==> config.mk <==
export PLATFORM = sky130hd
export DESIGN_NAME = home_event_scheduler_flat
export DESIGN_NICKNAME = d
export VERILOG_FILES = /design/src/rtl/home_auto_pkg.sv /design/src/rtl/home_event_scheduler_if.sv /design/src/rtl/rr_arbiter6.sv /design/src/rtl/home_event_scheduler.sv /design/src/flat_wrapper.sv
export SDC_FILE = /design/constraint.sdc
export NUM_CORES = 1
export LEC_CHECK = 0
export BUFFER_PORTS_ARGS = -buffer_cell sky130_fd_sc_hd__buf_2
export CAP_MARGIN = 20
export CORE_ASPECT_RATIO = 0.6
export CORE_MARGIN = 2
export CORE_UTILIZATION = 55
export CTS_BUF_LIST = sky130_fd_sc_hd__clkbuf_8 sky130_fd_sc_hd__clkbuf_16
export DETAILED_ROUTE_END_ITERATION = 10
export PLACE_DENSITY = 0.8
export REMOVE_ABC_BUFFERS = 1
export SKIP_LAST_GASP = 1
export SYNTH_ARGS = -nofsm -noshare
export SYNTH_HDL_FRONTEND = slang
export SYNTH_HIERARCHICAL = 1
export SYNTH_SLANG_ARGS = --single-unit
==> constraint.sdc <==
create_clock -name clk -period 8.35 [get_ports clk]
set_input_delay 1.2525 -clock clk [delete_from_list [all_inputs] [get_ports clk]]
set_output_delay 1.2525 -clock clk [all_outputs]
set_load 0.02 [all_outputs]
==> src/rtl/home_auto_pkg.sv <==
// Shared home-automation definitions: source indices, display codes,
// scheduler FSM encoding, default temperature thresholds and small helpers.
package home_auto_pkg;

  localparam int NUM_SRC = 6;

  // Event source indices (bit positions in the event/pending vectors)
  localparam logic [2:0] SRC_FD     = 3'd0;
  localparam logic [2:0] SRC_RD     = 3'd1;
  localparam logic [2:0] SRC_FA     = 3'd2;
  localparam logic [2:0] SRC_W      = 3'd3;
  localparam logic [2:0] SRC_HEATER = 3'd4;
  localparam logic [2:0] SRC_COOLER = 3'd5;

  // Display codes: 0 is idle, otherwise source index + 1
  localparam logic [2:0] DISP_IDLE   = 3'd0;
  localparam logic [2:0] DISP_FD     = 3'd1;
  localparam logic [2:0] DISP_RD     = 3'd2;
  localparam logic [2:0] DISP_FA     = 3'd3;
  localparam logic [2:0] DISP_W      = 3'd4;
  localparam logic [2:0] DISP_HEATER = 3'd5;
  localparam logic [2:0] DISP_COOLER = 3'd6;

  // Default temperature thresholds (strict comparisons)
  localparam int DEF_LOW_T  = 10;
  localparam int DEF_HIGH_T = 21;

  typedef enum logic [1:0] {
    ST_IDLE  = 2'd0,
    ST_REQ   = 2'd1,
    ST_DWELL = 2'd2
  } sched_state_t;

  // Source index to display/actuator code
  function automatic logic [2:0] disp_code(input logic [2:0] idx);
    return idx + 3'd1;
  endfunction

  // Source index to one-hot source vector
  function automatic logic [5:0] src_onehot(input logic [2:0] idx);
    return 6'b000001 << idx;
  endfunction

  // Next index in the 0..5 rotation; out-of-range values fold to 0
  function automatic logic [2:0] rr_next(input logic [2:0] p);
    return (p >= SRC_COOLER) ? SRC_FD : p + 3'd1;
  endfunction

endpackage

==> src/rtl/home_event_scheduler_if.sv <==
// Actuator request/acknowledge channel between the scheduler and the
// siren/notifier driver.
interface home_event_scheduler_if;
  import home_auto_pkg::*;

  logic       act_req;
  logic [2:0] act_code;
  logic       act_ack;

  // Scheduler side: raises the request and code, receives the ack
  modport master (
    output act_req,
    output act_code,
    input  act_ack
  );

  // Actuator side: observes the request and code, returns the ack
  modport slave (
    input  act_req,
    input  act_code,
    output act_ack
  );

endinterface

==> src/rtl/rr_arbiter6.sv <==
// Six-way round-robin priority search. Starting one past the last served
// index, the first requesting source found wins. Purely combinational; the
// last-served pointer is owned by the caller.
module rr_arbiter6
  import home_auto_pkg::*;
(
  input  logic [5:0] req,
  input  logic [2:0] last,
  output logic       valid,
  output logic [2:0] idx
);

  logic [2:0] cand;

  // Walk the rotation once, keeping the first hit
  always_comb begin
    valid = 1'b0;
    idx   = SRC_FD;
    cand  = rr_next(last);
    for (int i = 0; i < NUM_SRC; i++) begin
      if (!valid && req[cand]) begin
        valid = 1'b1;
        idx   = cand;
      end
      cand = rr_next(cand);
    end
  end

endmodule

==> src/rtl/home_event_scheduler.sv <==
// Home event scheduler: latches door/fire/window/temperature events as
// sticky pending requests and serves them one at a time on a shared
// actuator channel, round-robin, with a req/ack handshake, a bounded ack
// wait and a minimum dwell of the one-hot output after acceptance.
module home_event_scheduler
  import home_auto_pkg::*;
#(
  parameter int LOW_T   = DEF_LOW_T,
  parameter int HIGH_T  = DEF_HIGH_T,
  parameter int DWELL   = 8,
  parameter int TIMEOUT = 32
) (
  input  logic                   clk,
  input  logic                   rst,
  input  logic [3:0]             sensors,
  input  logic [5:0]             temp,
  home_event_scheduler_if.master act,
  output logic [5:0]             output_signals,
  output logic [2:0]             display,
  output logic [5:0]             pending,
  output logic                   timeout_err
);

  localparam int DCNT_W = (DWELL > 1) ? $clog2(DWELL) : 1;
  localparam int TCNT_W = $clog2(TIMEOUT);
  localparam logic [DCNT_W-1:0] DCNT_LOAD = DCNT_W'(DWELL - 1);
  localparam logic [TCNT_W-1:0] TCNT_LAST = TCNT_W'(TIMEOUT - 1);

  sched_state_t      state_q, state_d;
  logic [2:0]        idx_q, idx_d;
  logic [2:0]        last_q, last_d;
  logic [DCNT_W-1:0] dcnt_q, dcnt_d;
  logic [TCNT_W-1:0] tcnt_q, tcnt_d;

  logic [5:0] ev;
  logic [5:0] clr;
  logic [5:0] pending_d;
  logic       arb_valid;
  logic [2:0] arb_idx;

  logic       req_d;
  logic [2:0] code_d;
  logic [5:0] outs_d;
  logic [2:0] disp_d;
  logic       tmo_d;

  // Raw event vector: four level sensors plus the two temperature bands
  always_comb begin
    ev                   = '0;
    ev[SRC_W:SRC_FD]     = sensors;
    ev[SRC_HEATER]       = (int'(temp) < LOW_T);
    ev[SRC_COOLER]       = (int'(temp) > HIGH_T);
  end

  rr_arbiter6 u_arb (
    .req   (pending),
    .last  (last_q),
    .valid (arb_valid),
    .idx   (arb_idx)
  );

  // Next state, counters, pointer, pending update and next output values
  always_comb begin
    state_d = state_q;
    idx_d   = idx_q;
    last_d  = last_q;
    dcnt_d  = dcnt_q;
    tcnt_d  = tcnt_q;
    clr     = '0;
    tmo_d   = 1'b0;
    req_d   = 1'b0;
    code_d  = DISP_IDLE;
    outs_d  = '0;
    disp_d  = DISP_IDLE;

    case (state_q)
      ST_IDLE: begin
        if (arb_valid) begin
          state_d = ST_REQ;
          idx_d   = arb_idx;
          tcnt_d  = '0;
        end
      end
      ST_REQ: begin
        if (act.act_ack) begin
          state_d = ST_DWELL;
          dcnt_d  = DCNT_LOAD;
        end else if (tcnt_q == TCNT_LAST) begin
          // Give up on this source for now; its pending bit stays set so it
          // is retried once the rotation comes back around.
          tmo_d   = 1'b1;
          last_d  = idx_q;
          state_d = ST_IDLE;
        end else begin
          tcnt_d = tcnt_q + 1'b1;
        end
      end
      ST_DWELL: begin
        if (dcnt_q == '0) begin
          clr     = src_onehot(idx_q);
          last_d  = idx_q;
          state_d = ST_IDLE;
        end else begin
          dcnt_d = dcnt_q - 1'b1;
        end
      end
      default: begin
        state_d = ST_IDLE;
      end
    endcase

    // Outputs are registered, so they are derived from the state being entered
    case (state_d)
      ST_REQ: begin
        req_d  = 1'b1;
        code_d = disp_code(idx_d);
        disp_d = disp_code(idx_d);
      end
      ST_DWELL: begin
        outs_d = src_onehot(idx_d);
        disp_d = disp_code(idx_d);
      end
      default: begin
        req_d = 1'b0;
      end
    endcase

    // A condition still present re-arms its bit in the same cycle it is served
    pending_d = (pending & ~clr) | ev;
  end

  // FSM state, latched winner, round-robin pointer, counters and pending
  always_ff @(posedge clk or posedge rst) begin
    if (rst) begin
      state_q <= ST_IDLE;
      idx_q   <= SRC_FD;
      last_q  <= SRC_COOLER;
      dcnt_q  <= '0;
      tcnt_q  <= '0;
      pending <= '0;
    end else begin
      state_q <= state_d;
      idx_q   <= idx_d;
      last_q  <= last_d;
      dcnt_q  <= dcnt_d;
      tcnt_q  <= tcnt_d;
      pending <= pending_d;
    end
  end

  // Registered actuator, display and status outputs
  always_ff @(posedge clk or posedge rst) begin
    if (rst) begin
      act.act_req    <= 1'b0;
      act.act_code   <= DISP_IDLE;
      output_signals <= '0;
      display        <= DISP_IDLE;
      timeout_err    <= 1'b0;
    end else begin
      act.act_req    <= req_d;
      act.act_code   <= code_d;
      output_signals <= outs_d;
      display        <= disp_d;
      timeout_err    <= tmo_d;
    end
  end

endmodule

==> src/flat_wrapper.sv <==
// flat-port wrapper written by rule: the top's interface ports become plain ports
module home_event_scheduler_flat import home_auto_pkg::*;
#(
  parameter int LOW_T   = DEF_LOW_T,
  parameter int HIGH_T  = DEF_HIGH_T,
  parameter int DWELL   = 8,
  parameter int TIMEOUT = 32
)
  (clk, rst, sensors, temp, output_signals, display, pending, timeout_err, act_act_req, act_act_code, act_act_ack);
  home_event_scheduler_if act_i ();
  input  logic clk;
  input  logic rst;
  input  logic [3:0] sensors;
  input  logic [5:0] temp;
  output logic [5:0] output_signals;
  output logic [2:0] display;
  output logic [5:0] pending;
  output logic timeout_err;
  output wire logic [$bits(act_i.act_req)-1:0] act_act_req;
  output wire logic [$bits(act_i.act_code)-1:0] act_act_code;
  input wire logic [$bits(act_i.act_ack)-1:0] act_act_ack;
  assign act_act_req = act_i.act_req;
  assign act_act_code = act_i.act_code;
  assign act_i.act_ack = act_act_ack;
  home_event_scheduler #(.LOW_T(LOW_T), .HIGH_T(HIGH_T), .DWELL(DWELL), .TIMEOUT(TIMEOUT)) u_core (.clk(clk), .rst(rst), .sensors(sensors), .temp(temp), .act(act_i), .output_signals(output_signals), .display(display), .pending(pending), .timeout_err(timeout_err));
endmodule
==> impl_results.md <==
* DIE HEIGHT at 61.8 um
* Hold slack final at 522 ps
* Post-detailed-route via-to-cell ratio at 6.16
* Placed wire-length estimate after detailed placement at 5.78 mm
* Portion of the clock cycle consumed by the worst path in the final layout at 92.4%
* Number of max-capacitance violations reported at 0
* Total I/O pin count at 33
* Crit. End Element: flop
* Delay contributed by the slowest stage of the critical path at 540 ps
* Final period demand of the worst path at 7710 ps
* Routed wire length per instance at 17.0 um
* Required time at the endpoint of the critical path at 8560 ps
* Clock Root Buffer: sky130_fd_sc_hd__clkbuf_8
* Cells after synthesis at 335
* Initial Util at 56.1%
* Yosys synthesis warning count at 6
* Number of clock sinks seen by CTS at 36
* Port bufs at 31
* Storage cell area at 903 um^2
* Overall die width at 100 um
* Most instantiated flip-flop cell in the synthesis netlist: sky130_fd_sc_hd__dfrtp_1
* Maximum number of pins on one net before global-route repair at 37
* Count of vias placed by the detailed router at 2691
* Number of synthesized flops with an enable pin at 0
* Filler Cell Count at 465
* Antenna fix cells at 0
* Total gr overflow at 0
* TritonCTS clock tree: done
* Setup repair after global routing missed its margin: no
* CTS Buffer Depth at 2
* Multi-input gate area at 0.00201 mm^2
* Sequential area share after synthesis at 29.5%
* Signal arrival time at the worst endpoint at 7920 ps
* Worst Tran Pin Value at 680 ps
* Clock latency at the later pin of the worst-skew pair at 280 ps
* Count of nets after finishing at 407
* Worst-case headroom to the max-slew limit at 54.3%
* Startpoint type of the worst setup path: flop
* Final setup TNS at 0 ps
* Gpl congestion at 0.913
* Synthesis-to-finish area growth at 9.59%
* Initial DRC count at 217
* Count of unique library cells instantiated by Yosys at 86
* Initial antenna violation count at 0
* Cell mode on critical path: sky130_fd_sc_hd__ha_1
* Overall die area at 0.00621 mm^2
* Fraction of registers with async set/reset at 100%
* Post-synthesis instance area at 0.00307 mm^2
* H-Tree Depth at 2
* Number of global-route vias before repair at 2394
* Setup violators final at 0
* Wirelength, routed at 7.44 mm
* Synthesized area per cell at 9.15 um^2
* Global-route wire length before repair at 12.1 mm
* Clock transition at the register clock pins on the worst setup and hold paths after CTS at 70 ps
* Critical path's slowest cell: sky130_fd_sc_hd__or4_1
* Number of flip-flops and latches in the synthesized netlist at 36
* Global router's overall resource usage at 24.8%
* Remaining routing DRC violations at 0
* Std cell rows at 21
* Synth top area share at 27.7%
* Category of the most critical setup path: reg -> reg
* Largest fanout on the critical path at 9
* Fmax achieved at 130 MHz
* Share of final-layout standard cells stronger than drive strength 1 at 23.1%
* Placeable core region at 0.00547 mm^2
* Fraction of the core area covered by cells at the end of the flow at 61.5%
* Number of buffers added by the clock tree synthesis step at 5
* Cell accounting for the most synthesized area: sky130_fd_sc_hd__dfrtp_1
* Number of max-slew violations in the final report at 0
* Area contributors post-synth: sky130_fd_sc_hd__dfrtp_1, sky130_fd_sc_hd__ha_1, sky130_fd_sc_hd__nor2_1
* Count of TritonRoute iterations in the first routing pass at 5
* Run status: complete, no violations
* Min-delay worst type: reg -> reg
* Hold violation total from the final report at 0
* Max Clock Skew at 7.91 ps
* Number of antenna-violating nets in the routed design at 0
## kinds of logic (layout without fill, tap and decap cells)
kind of cell	after synthesis	in the layout	synth area share, %
AND/OR/NAND/NOR	128	128	24.3
adder cells (fa/ha/maj)	27	27	11.0
flip-flops	36	36	29.5
buffers and inverters	32	65	5.02
XOR/XNOR	2	2	0.571
multiplexers	14	14	4.77
AO/OA/AOI/OAI	96	96	24.8
## state kept, by name, summed over array words and instances (netlist names)
name                   flops
u_core/act.act_code        3
u_core/act.act_req         1
u_core/dcnt_q              3
u_core/display             3
u_core/idx_q               3
u_core/last_q              3
u_core/output_signals      6
u_core/pending             6
u_core/state_q             2
u_core/tcnt_q              5
u_core/timeout_err         1
## worst max-delay path: cells and delay by family (launching register included)
kind / cells / cell delay, ps
flops: 1 / 520
buf+inv: 4 / 410
compound gates: 8 / 1840
mux: 1 / 350
simple gates: 7 / 1830
fa+ha+maj: 8 / 2670
## path summary, 6_finish.rpt
path | start | to | depth (start not counted) | slack [ps]
max | u_core/last_q[1]$_DFFE_PP0P_ | u_core/act.act_code[2]$_DFF_PP0_ | 28 | 640
max in group asynchronous | rst | u_core/last_q[0]$_DFFE_PP1P_ | 3 | 6950
max reg2reg | u_core/last_q[1]$_DFFE_PP0P_ | u_core/act.act_code[2]$_DFF_PP0_ | 28 | 640
min reg2reg | u_core/dcnt_q[2]$_DFFE_PP0P_ | u_core/dcnt_q[2]$_DFFE_PP0P_ | 1 | 520
min in group asynchronous | rst | u_core/act.act_code[0]$_DFF_PP0_ | 3 | 1060
min | u_core/dcnt_q[2]$_DFFE_PP0P_ | u_core/dcnt_q[2]$_DFFE_PP0P_ | 1 | 520
## metal layers
metal	up-vias	global-route usage [%]	share of wire, %
met5	-	0	0
met4	0	3.13	0.20
met3	2	5.03	7.9
met2	115	35.9	42
met1	1268	39.1	50
li1	1306	-	-
## synth_stat cells, types with 3 or more instances
cell type and instances:
sky130_fd_sc_hd__buf_2 3, sky130_fd_sc_hd__o21ai_1 5, sky130_fd_sc_hd__nor2_1 25, sky130_fd_sc_hd__or3_1 4, sky130_fd_sc_hd__nand3b_1 4, sky130_fd_sc_hd__inv_1 18
sky130_fd_sc_hd__nand2_1 24, sky130_fd_sc_hd__nor3_1 3, sky130_fd_sc_hd__nor2b_1 9, sky130_fd_sc_hd__and2_1 8, sky130_fd_sc_hd__dfrtp_1 34, sky130_fd_sc_hd__nor4_2 4
sky130_fd_sc_hd__inv_2 4, sky130_fd_sc_hd__nand4_1 3, sky130_fd_sc_hd__ha_1 27, sky130_fd_sc_hd__mux2_2 5, sky130_fd_sc_hd__a21o_1 7, sky130_fd_sc_hd__a31oi_1 5
sky130_fd_sc_hd__o21ai_0 16, sky130_fd_sc_hd__a21oi_1 13, sky130_fd_sc_hd__a311o_1 3, sky130_fd_sc_hd__mux2i_1 9, sky130_fd_sc_hd__buf_6 3, sky130_fd_sc_hd__nand2b_1 7
sky130_fd_sc_hd__nand3_1 12, sky130_fd_sc_hd__and3_1 7, sky130_fd_sc_hd__a311oi_1 3
## cell usage in the layout (no fill, tap or decap), drive strengths merged, types with 3 or more instances in the layout
cell	n
mux2i	9
nand4	3
nand2b	8
o31ai	3
a2bb2oi	3
nor2b	9
a311o	3
o21ai	22
nand3	12
a311oi	3
o211ai	3
dfrtp	34
nor3	5
buf	33
and2	9
nor2	26
or3	5
clkbuf	6
and3	7
a21boi	3
nand2	24
a21o	8
mux2	5
nor4	6
a31oi	5
nand3b	4
a21oi	14
ha	27
nor3b	4
inv	24
## final cells by class
cell class	instances	share of cell area (%)
Multi-Input combinational cell	267	59.9
Tap cell	69	2.57
Inverter	24	2.79
Sequential cell	36	26.9
Clock inverter	2	0.335
Timing Repair Buffer	33	5.06
Clock buffer	6	2.46
## through the flow
stage / cells / cell area, um^2 / setup slack (ps)
2_1_floorplan: 327 / 3010 / 1710
3_3_place_gp: 429 / 3260 / 666
3_5_place_dp: 429 / 3260 / 522
4_1_cts: 437 / 3360 / 493
5_1_grt: 437 / 3360 / 31.5
6_report: 437 / 3360 / 639
## timing repair
item,4_1_cts,5_1_grt
gates resized for setup,0,3
endpoints found under the setup margin,0,6
buffers inserted,0,0
hold buffers,0,0
hold endpoints to repair,0,0
Power is not shown: default switching activity piles up to over one toggle a cycle in this logic, so the estimate is an artifact.
